### config.mk
export PLATFORM = sky130hd
export DESIGN_NAME = seq_subtractor32
export DESIGN_NICKNAME = d
export VERILOG_FILES = /design/src/rtl/seq_subtractor32.sv
export SDC_FILE = /design/constraint.sdc
export NUM_CORES = 1
export LEC_CHECK = 0
export ABC_AREA = 1
export CAP_MARGIN = 10
export CELL_PAD_IN_SITES_DETAIL_PLACEMENT = 0
export CELL_PAD_IN_SITES_GLOBAL_PLACEMENT = 2
export CORE_UTILIZATION = 32
export CTS_CLUSTER_SIZE = 30
export DETAILED_ROUTE_END_ITERATION = 6
export GPL_TIMING_DRIVEN = 0
export PLACE_DENSITY_LB_ADDON = 0.1
export SKIP_LAST_GASP = 1
export SLEW_MARGIN = 20
export SYNTH_ARGS = -nofsm -noshare
export SYNTH_HDL_FRONTEND = slang
export SYNTH_SLANG_ARGS = --single-unit
### constraint.sdc
create_clock -name clk -period 4.5 [get_ports clk]
set_input_delay 0.675 -clock clk [delete_from_list [all_inputs] [get_ports clk]]
set_output_delay 0.675 -clock clk [all_outputs]
set_load 0.02 [all_outputs]
### src/rtl/seq_subtractor32.sv
// Digit-serial 32-bit subtractor: A - B - Bin, with borrow-out and signed overflow.
// Processes DIGIT_W bits per BUSY cycle, LSB digit first, using a ready/valid handshake on both sides.
module seq_subtractor32 #(
   parameter int DIGIT_W = 4
) (
   input  logic        clk,
   input  logic        reset,
   input  logic [31:0] A_in,
   input  logic [31:0] B_in,
   input  logic        Bin_in,
   input  logic        in_valid,
   output logic        in_ready,
   output logic [31:0] DIFF_out,
   output logic        Bout_out,
   output logic        V_out,
   output logic        out_valid,
   input  logic        out_ready
);

   localparam int N     = 32 / DIGIT_W;
   localparam int CNT_W = $clog2(N) + 1;

   typedef enum logic [1:0] {IDLE, BUSY, DONE} state_t;

   state_t             state, state_nxt;
   logic [31:0]        a_q, b_q, diff_acc, diff_nxt;
   logic               borrow_q, borrow_nxt;
   logic [CNT_W-1:0]   cnt;
   logic               last_digit;
   logic [DIGIT_W:0]   digit_res;
   int                 idx;

   // One digit of A - B - borrow; the extra MSB is the digit's borrow-out.
   function automatic logic [DIGIT_W:0] sub_digit(input logic [DIGIT_W-1:0] a,
                                                  input logic [DIGIT_W-1:0] b,
                                                  input logic               bin);
      return {1'b0, a} - {1'b0, b} - {{DIGIT_W{1'b0}}, bin};
   endfunction

   assign in_ready   = (state == IDLE);
   assign out_valid  = (state == DONE);
   assign last_digit = (cnt == CNT_W'(N - 1));

   always_comb begin
      idx        = int'(cnt) * DIGIT_W;
      digit_res  = sub_digit(a_q[idx +: DIGIT_W], b_q[idx +: DIGIT_W], borrow_q);
      diff_nxt   = diff_acc;
      diff_nxt[idx +: DIGIT_W] = digit_res[DIGIT_W-1:0];
      borrow_nxt = digit_res[DIGIT_W];
   end

   always_comb begin
      state_nxt = state;
      case (state)
         IDLE:    if (in_valid)   state_nxt = BUSY;
         BUSY:    if (last_digit) state_nxt = DONE;
         DONE:    if (out_ready)  state_nxt = IDLE;
         default: state_nxt = IDLE;
      endcase
   end

   always_ff @(posedge clk) begin
      if (!reset) begin
         state <= IDLE;
      end else begin
         state <= state_nxt;
      end
   end

   always_ff @(posedge clk) begin
      if (!reset) begin
         a_q      <= '0;
         b_q      <= '0;
         borrow_q <= 1'b0;
         cnt      <= '0;
         diff_acc <= '0;
         DIFF_out <= '0;
         Bout_out <= 1'b0;
         V_out    <= 1'b0;
      end else begin
         case (state)
            IDLE: begin
               if (in_valid) begin
                  a_q      <= A_in;
                  b_q      <= B_in;
                  borrow_q <= Bin_in;
                  cnt      <= '0;
                  diff_acc <= '0;
               end
            end
            BUSY: begin
               diff_acc <= diff_nxt;
               borrow_q <= borrow_nxt;
               // Counter stops at the last digit so it never wraps within an operation.
               if (last_digit) begin
                  DIFF_out <= diff_nxt;
                  Bout_out <= borrow_nxt;
                  V_out    <= (a_q[31] ^ b_q[31]) & (a_q[31] ^ diff_nxt[31]);
               end else begin
                  cnt <= cnt + CNT_W'(1);
               end
            end
            default: ;
         endcase
      end
   end

endmodule

==> impl_results.md <==
* Status: finished, final reports clean
* Combinational power share at 16.9%
* Final Cycle Share at 89.2%
* CP Launch Type: register
* Pin count of the biggest net entering global routing at 17
* Final #Nets at 1062
* Endpoints failing setup at 0
* Initial antenna violation count at 0
* TNS Setup at 0 ps
* Buf+Inv Stages, Crit Path at 5
* CTS root buffer: clkbuf_16
* Routed wire length at 19.0 mm
* Overall track demand over capacity in global routing at 20.2%
* Post-synth EDFFs at 0
* CTS resizes at 0
* Hold Path Class: reg2reg
* Full die area at 20000 um^2
* Total I/O pin count at 105
* Cell family with most CP delay: buffers and inverters
* Final Power at 0.00330 W
* Seq cells post-synth at 137
* Cell internal pwr at 0.00237 W
* Sw frac at 28.1%
* Largest family of logic cells by synthesized area: simple AND/OR/NAND/NOR gates
* Post-synthesis adder-cell area fraction at 2.66%
* Max-cap violations at 0
* Arr. time, crit path at 4360 ps
* Synth area leader: dfxtp_1
* Post-DR wirelength/cell at 15.2 um
* Critical path capture point type: register
* Detailed placement HPWL at 14.1 mm
* IO Port Bufs at 104
* Postcts setup bufs at 0
* Compound-Gate Fraction of Synth Area at 21.7%
* Core box area at 18900 um^2
* Fin. Hold Viols at 0
* Critical path cell sequence: buf_6 > buf_6 > clkbuf_1 > o21ai_0 > o22ai_1 > a22o_1 > inv_1 > fa_1 > inv_1 > fa_1 > nor2_1 > nand3_1 > nand2_1 > o21ai_0 > or2_1 > a21oi_1
* Pwr/cell area at 403 nW/um^2
* CTS tree: done
* Global-route wire length before repair at 30.6 mm
* Yosys cell types at 37
* Cell Rows at 50
* DRC at 0
* Top post-synthesis cells by area: dfxtp_1 (44%), o21ai_0 (11%), nor2_1 (10%), nand2_1 (7.0%), a21oi_1 (5.6%)
* Mux cell area share after synthesis at 0%
* Avg Synthesized Cell Area at 7.24 um^2
* Worst-Margin Slew at 685 ps
* Syn Nets at 939
* Cells after synthesis at 858
* Synth warn at 0
* GPL Wtd Cong at 0.818
* WP data required at 4850 ps
* Via-to-Cell Ratio at 4.63
* Worst rel slew slack at 54.3%
* Peak VDD IR at 0.244 mV
* Vias at 5800
* Crit Path Category: reg2reg
* Synth Area in XOR/XNOR at 0.141%
* Fmax at 249 MHz
* Simple-gate area share of the yosys netlist at 24.7%
* CP peak stage delay at 480 ps
* Post-Syn Area at 6210 um^2
* Fraction of layout cells with a size suffix above 1 at 6.85%
* CP max FO at 10
* Primary FF master, synth: dfxtp_1
* Vias in the first global route at 5568
* Clk buf depth at 2
* DIE HEIGHT at 141 um
* N_diodes at 0
* RSZ-0062 raised after global routing: no
* Area Growth Syn to Fin at 31.7%
* Post-synth top area share at 44.1%
* Die X at 141 um
* Post-CTS Hold Buffers at 0
* ANT nets after route at 0
* Sequential area share after synthesis at 44.1%
* Starting Density at 32.9%
* Clock Sinks at 137
* Iter 0 DRT Violations at 286
* Sequential power share at 39.3%
* Pre-antenna DRT Iters at 6
* Clock Power Share at 43.8%
* CP max stage cell: clkbuf_1
* Period minus WS final at 4020 ps
* Clock skew at 5.44 ps
* Max-slew violation count at 0
* Num CTS Buffers at 17
* Fraction of registers with async set/reset at 0%
* Clock Latency Late Sink at 420 ps
* Pleak at 3.12 nW
* Clk pin slew, worst setup/hold paths at 60 ps
* P_sw at 0.000926 W
* Total gr overflow at 0
* H-tree Lvls at 4
through the flow:
step | hold WS [ps] | util (%) | std cells | instance area, um^2 | worst slack, ps
floorplan | 429 | - | 858 | 6210 | 1500
global placement | 441 | 40.1 | 1222 | 7580 | 482
detailed placement | 448 | 40.1 | 1222 | 7580 | 490
CTS | 457 | 43.3 | 1253 | 8180 | 474
global route | 475 | 43.3 | 1253 | 8180 | 221
finish | 454 | 43.3 | 1253 | 8180 | 485
layer usage:
| layer | track usage, % | up-vias | part of all wire (%) |
|---|---|---|---|
| met1 | 25.8 | 2602 | 48 |
| met2 | 34.2 | 112 | 48 |
| li1 | - | 3069 | - |
| met4 | 6.06 | 0 | 1.1 |
| met3 | 4.39 | 17 | 3.0 |
| met5 | 0 | - | 0 |
cell families (layout without fill, tap and decap cells):
group | after synthesis | in the layout
flip-flops | 137 | 137
XOR/XNOR | 1 | 1
adder cells (fa/ha/maj) | 12 | 12
buffers and inverters | 106 | 241
AO/OA/AOI/OAI | 251 | 251
AND/OR/NAND/NOR | 351 | 351
tightest hold or removal path, stage by stage, from the launching register on:
cell and delay (ps):
dfxtp_1 300, inv_1 60, a21oi_1 50
placed cells by master (no fill, tap or decap), types with 2 or more instances in the layout:
master           Yosys  routed
nor2_1             169     169
o21ai_0            142     142
dfxtp_1            137     137
nand2_1            116     116
clkdlybuf4s50_1      0     104
a21oi_1             70      70
inv_1               49      49
clkbuf_1            45      46
or2_1               22      22
nand3_1             17      17
clkbuf_16            0      17
o22ai_1             14      14
ha_1                10      10
o21ai_1              8       8
a22o_1               6       6
inv_2                5       5
nor2_2               5       5
or2_2                5       5
nand3_2              4       4
a21oi_2              4       4
nor2_4               3       3
nor3_4               3       3
nor3_1               3       3
bufinv_16            0       3
clkinv_2             0       3
buf_6                2       2
buf_1                2       2
o31ai_1              2       2
a211oi_1             2       2
fa_1                 2       2
clkbuf_8             0       2
clkinvlp_4           0       2
clkinv_4             0       2
Yosys cell counts, types with 5 or more instances:
cell and instances:
ha_1 10, inv_1 49, inv_2 5, o22ai_1 14
or2_2 5, nand2_1 116, or2_1 22, clkbuf_1 45
a21oi_1 70, a22o_1 6, o21ai_0 142, nor2_2 5
o21ai_1 8, dfxtp_1 137, nand3_1 17, nor2_1 169
state kept, by name, indices dropped and copies added, names as in the netlist:
signal	count
diff_acc	32
V_out	1
DIFF_out	32
Bout_out	1
state	2
a_q	32
b_q	32
cnt	4
borrow_q	1
layout make-up:
class,count,area [um^2]
buffer,51,211
clock buffer,20,457
clock inverter,11,146
fill,2074,10700
inverter,55,206
multi-input combinational,615,3050
sequential,137,2740
tap,260,325
timing repair buffer,104,1040
worst paths after layout:
path,start,to,slack (ps),cells after the start
max,cnt[0]$_SDFFE_PN0P_,diff_acc[21]$_SDFFE_PN0P_,480,16
min reg2reg,a_q[25]$_SDFFE_PN0P_,a_q[25]$_SDFFE_PN0P_,450,2
min,a_q[25]$_SDFFE_PN0P_,a_q[25]$_SDFFE_PN0P_,450,2
max reg2reg,cnt[0]$_SDFFE_PN0P_,diff_acc[21]$_SDFFE_PN0P_,480,16
power by group through the flow:
stage / Sequential, W / Combinational, W / Clock [W]
after floorplan: 0.00131 / 0.000365 / 0
after global placement: 0.00132 / 0.000563 / 0
after detailed placement: 0.00132 / 0.000563 / 0
after CTS: 0.00130 / 0.000565 / 0.00148
after global routing: 0.00130 / 0.000633 / 0.00154
final: 0.00130 / 0.000557 / 0.00145
Power figures use the tool's default switching activity.
